--- src/rtl/disaster_alert_ctrl.sv ---
// Alarm sequencer: per-hazard persistence filter, confirmed-alarm latch, LED panel
// drive and the buzzer alert / acknowledge / auto-clear state machine.
module disaster_alert_ctrl #(
    parameter int PERSIST  = 3,
    parameter int CLEAR    = 4,
    parameter int BEEP_DIV = 2
) (
    input  logic       clk,
    input  logic       rst,
    input  logic       tick,
    input  logic [3:0] haz,
    input  logic       mode,
    input  logic       ack,
    output logic [3:0] led,
    output logic       buzzer,
    output logic       alarm,
    output logic [1:0] state
);

    typedef enum logic [1:0] {
        S_IDLE  = 2'b00,
        S_ALERT = 2'b01,
        S_ACKED = 2'b10
    } state_t;

    localparam logic [3:0] PERSIST_C = 4'(PERSIST);
    localparam logic [3:0] CLEAR_C   = 4'(CLEAR);
    localparam logic [3:0] BEEP_C    = 4'(BEEP_DIV);

    state_t     state_q;
    logic [3:0] pc_q [4];
    logic [3:0] pc_d [4];
    logic [3:0] conf;
    logic [3:0] latched_q, latched_d;
    logic [3:0] acked_mask_q;
    logic [3:0] clr_cnt_q;
    logic [3:0] beep_cnt_q;
    logic       buzzer_q;

    function automatic logic [3:0] sat_inc(input logic [3:0] v, input logic [3:0] lim);
        return (v >= lim) ? lim : v + 4'd1;
    endfunction

    // A single tick without the hazard forfeits all accumulated credit.
    always_comb begin
        for (int i = 0; i < 4; i++) begin
            pc_d[i] = pc_q[i];
            if (tick) begin
                pc_d[i] = haz[i] ? sat_inc(pc_q[i], PERSIST_C) : 4'd0;
            end
            conf[i] = (pc_q[i] == PERSIST_C);
        end
    end

    assign latched_d = latched_q | conf;

    always_ff @(posedge clk) begin
        if (rst) begin
            for (int i = 0; i < 4; i++) begin
                pc_q[i] <= 4'd0;
            end
        end else begin
            for (int i = 0; i < 4; i++) begin
                pc_q[i] <= pc_d[i];
            end
        end
    end

    always_ff @(posedge clk) begin
        if (rst) begin
            state_q      <= S_IDLE;
            latched_q    <= 4'd0;
            acked_mask_q <= 4'd0;
            clr_cnt_q    <= 4'd0;
            beep_cnt_q   <= 4'd0;
            buzzer_q     <= 1'b0;
        end else begin
            latched_q <= latched_d;
            case (state_q)
                S_IDLE: begin
                    if (|conf) begin
                        state_q    <= S_ALERT;
                        buzzer_q   <= 1'b1;
                        beep_cnt_q <= 4'd0;
                    end
                end
                S_ALERT: begin
                    if (ack) begin
                        state_q      <= S_ACKED;
                        acked_mask_q <= latched_q | conf;
                        buzzer_q     <= 1'b0;
                        clr_cnt_q    <= 4'd0;
                    end else if (tick) begin
                        if (beep_cnt_q + 4'd1 >= BEEP_C) begin
                            buzzer_q   <= ~buzzer_q;
                            beep_cnt_q <= 4'd0;
                        end else begin
                            beep_cnt_q <= beep_cnt_q + 4'd1;
                        end
                    end
                end
                S_ACKED: begin
                    buzzer_q <= 1'b0;
                    // An unacknowledged confirmation outranks the quiet-period countdown.
                    if (|(conf & ~acked_mask_q)) begin
                        state_q    <= S_ALERT;
                        buzzer_q   <= 1'b1;
                        beep_cnt_q <= 4'd0;
                    end else if (tick) begin
                        if (haz != 4'd0) begin
                            clr_cnt_q <= 4'd0;
                        end else if (clr_cnt_q + 4'd1 >= CLEAR_C) begin
                            state_q      <= S_IDLE;
                            latched_q    <= 4'd0;
                            acked_mask_q <= 4'd0;
                            clr_cnt_q    <= 4'd0;
                        end else begin
                            clr_cnt_q <= clr_cnt_q + 4'd1;
                        end
                    end
                end
                default: state_q <= S_IDLE;
            endcase
        end
    end

    always_comb begin
        led = 4'd0;
        if (mode) begin
            led = latched_q;
        end else if (latched_q[3]) begin
            led = 4'b1000;
        end else if (latched_q[2]) begin
            led = 4'b0100;
        end else if (latched_q[1]) begin
            led = 4'b0010;
        end else if (latched_q[0]) begin
            led = 4'b0001;
        end
    end

    assign buzzer = buzzer_q;
    assign state  = state_q;
    assign alarm  = (state_q != S_IDLE);

endmodule

--- config.mk ---
export PLATFORM = sky130hd
export DESIGN_NAME = disaster_alert_ctrl
export DESIGN_NICKNAME = d
export VERILOG_FILES = /design/src/rtl/disaster_alert_ctrl.sv
export SDC_FILE = /design/constraint.sdc
export NUM_CORES = 1
export LEC_CHECK = 0
export ABC_AREA = 1
export CAP_MARGIN = 15
export CORE_MARGIN = 5
export CORE_UTILIZATION = 56
export CTS_CLUSTER_SIZE = 14
export DETAILED_ROUTE_END_ITERATION = 16
export PLACE_DENSITY_LB_ADDON = 0.1
export SYNTH_ARGS = -nofsm -noshare
export SYNTH_HDL_FRONTEND = slang
export SYNTH_SLANG_ARGS = --single-unit
--- constraint.sdc ---
create_clock -name clk -period 1.95 [get_ports clk]
set_input_delay 0.4875 -clock clk [delete_from_list [all_inputs] [get_ports clk]]
set_output_delay 0.4875 -clock clk [all_outputs]
set_load 0.02 [all_outputs]
==> flow_summary.toml <==
[status]
status = "completed"

[pwr]
vdd_drop_max_mv = 0.496
leakagePower_nw = 0.958
powerDensity_nw_per_um2 = 1020

[worst_setup_path]
crit_fanout = 3
critPathSlowestCell = "dfxtp_1"
end_kind = "primary output"
critPathLaunchType = "register"
cp.arrival_ns = 1.35
slowest_delay_ns = 0.35
path_cells = "inv_1 > ha_1 > inv_1 > dlygate4sd2_1"
crit_required_ns = 1.46
crit_top_cell = "inv_1"
path_class = "reg -> out"

[layout]
final_cell_count_no_fill = 310
multiInputGateArea_um2 = 932
nNetsFinal = 285
num_antenna_cells = 0
fill_cells = 291
mostFrequentLayoutCell = "nand2_1"
post-route-util_pct = 67.9
final_area_um2 = 2070
regArea_um2 = 701
area_growth_pct = 16.3
final_cell_mix = "nand2_1 (41), nor2_1 (37), dfxtp_1 (35), inv_1 (31), nand3_1 (21)"
drive_above_1_share_pct = 14.3

[sta]
relSlewSlack_pct = 78.9
fin_crit_sh_pct = 94.3
rsz0062_at_grt = "no"
setup_violations = 0
postLayoutSetupSlackWorst_ns = 0.110
fin_worst_skew_ns = 0.00787
fmax_mhz = 544
final_max_slew_viol_count = 0
finalHoldViolCount = 0
tns_ns = 0
period_needed_ns = 1.84
worst_slew_pin_slew_ns = 0.317

[place]
hpwl_um = 2670
postPlaceCellArea_um2 = 2020
portBuffers = 16
dp_cells = 302
place.gp.congestion = 0.820
dp_slack_ns = -0.412

[route]
drtPass1Iterations = 4
ant_nets = 0
route.vias.total = 1524
drt_iter0_drc = 85
vias_per_cell = 4.92
wire_per_inst_um = 11.2
drc = 0
finalWirelength_um = 3470

[grt]
track_usage_pct = 18.9
grt_first_pass_wirelength_um = 6290
grt_pass1_vias = 1451
grt_max_degree = 12
overflow = 0
antenna_found_initial = 0

[logic_synthesis]
synth_nets = 261
synth_edf_count = 0
ys.flop_type = "dfxtp_1"
yosys.area.top_type = "dfxtp_1"
synth.top_cell.area_share_pct = 39.3
ys_ff_latch = 35
async_reset_ff_share_pct = 0
synth_cells = 241
syn_area_um2 = 1780
seq_area_frac_synth_pct = 39.3
avgSynthCellArea_um2 = 7.39
synth_area_leaders = "dfxtp_1 (39%), nand2_1 (8.6%), nor2_1 (7.8%), ha_1 (7.7%), inv_1 (6.5%)"
yosysUniqueCellTypes = 29
ys_warn_count = 0

[die]
die_width_um = 66.4
die_area_um2 = 4410
ios = 17
die_y_um = 66.4
coreArea_um2 = 3050
start_util_pct = 58.4
row_count = 20

[cts]
cts_setup_buffers = 0
cts_buffer_depth = 2
cts_made_buffers = 5
path_clk_slew_ns = 0.10
cts_tree = "built"
clock_sinks = 35
clock_latency_ns = 0.34
root_buffer = "clkbuf_4"
ctsHoldBuffers = 0
htreeDepth = 2

[worst_hold_path]
hold_class = "reg -> reg"

[job]
cap_violations = 0
## state kept, by name (all words and copies together) (netlist names)
signal and count:
pc_q 16, acked_mask_q 4, beep_cnt_q 4, clr_cnt_q 4, latched_q 4, state 2, buzzer 1
## power by group
| part | switching (mW) | internal, mW | leakage (nW) |
|---|---|---|---|
| clock network | 0.236 | 0.140 | 0.0293 |
| registers | 0.0421 | 0.773 | 0.284 |
| logic | 0.575 | 0.350 | 0.645 |
## kinds of logic (layout without fill, tap and decap cells)
family,after synthesis,after routing,synth area share (%)
AND/OR/NAND/NOR,125,125,33.8
buffers and inverters,40,65,8.85
flip-flops,35,35,39.3
AO/OA/AOI/OAI,29,29,9.83
adder cells (fa/ha/maj),11,11,7.72
XOR/XNOR,1,1,0.492
## worst max-delay path: cells and delay by family, from the launching register on
family                   cells  cell delay (ns)
flip-flops                   1             0.35
buffers and inverters        3             0.45
adder cells (fa/ha/maj)      1             0.22
## through the flow
step                      hold WS [ns]  power (mW)
final                            0.456        2.12
after global routing             0.467        2.29
after CTS                        0.454        2.15
after detailed placement         0.438        1.78
after global placement           0.435        1.76
after floorplan                  0.429        1.51
## final timing paths
path / from / cells past startpoint / slack [ns] / end
setup / recovery: state[1] / 4 / 0.11 / alarm
hold / removal: pc_q[1][3] / 2 / 0.46 / pc_q[1][3]
setup reg to reg: state[1] / 8 / 0.41 / acked_mask_q[1]
hold reg to reg: pc_q[1][3] / 2 / 0.46 / pc_q[1][3]
## layout make-up
cell class	count	area share, %
clock buffers	7	2.17
clock inverters	1	0.242
inverters	34	6.16
multi-input cells	166	45.0
flip-flops and latches	35	33.8
well taps	44	2.66
repair buffers	23	9.96
## metal layers
layer | up-vias | GRT usage, % | share of wire (%) | wire, µm
li1 | 817 | - | - | -
met1 | 672 | 24.4 | 50 | 1730
met2 | 28 | 29.0 | 43 | 1510
met3 | 7 | 4.76 | 4.7 | 163
met4 | 0 | 9.64 | 2.0 | 70
met5 | - | 0 | 0 | 0
## cells in the mapped netlist (2+ instances only)
cell / number
nand2_1: 41
nor2_1: 37
dfxtp_1: 35
inv_1: 31
nand3_1: 21
ha_1: 11
a21oi_1: 10
o21ai_0: 7
nand4_1: 5
nor2_2: 5
nor3_1: 4
o21ai_1: 4
o22ai_1: 4
buf_2: 3
inv_2: 3
nand2_2: 3
nor2_4: 3
clkbuf_1: 2
nand3b_1: 2
## timing repair
action	in CTS	in global routing
gates resized for setup	8	10
pin swaps	0	0
endpoints found under the setup margin	4	5
(Power assumes the default switching activity.)
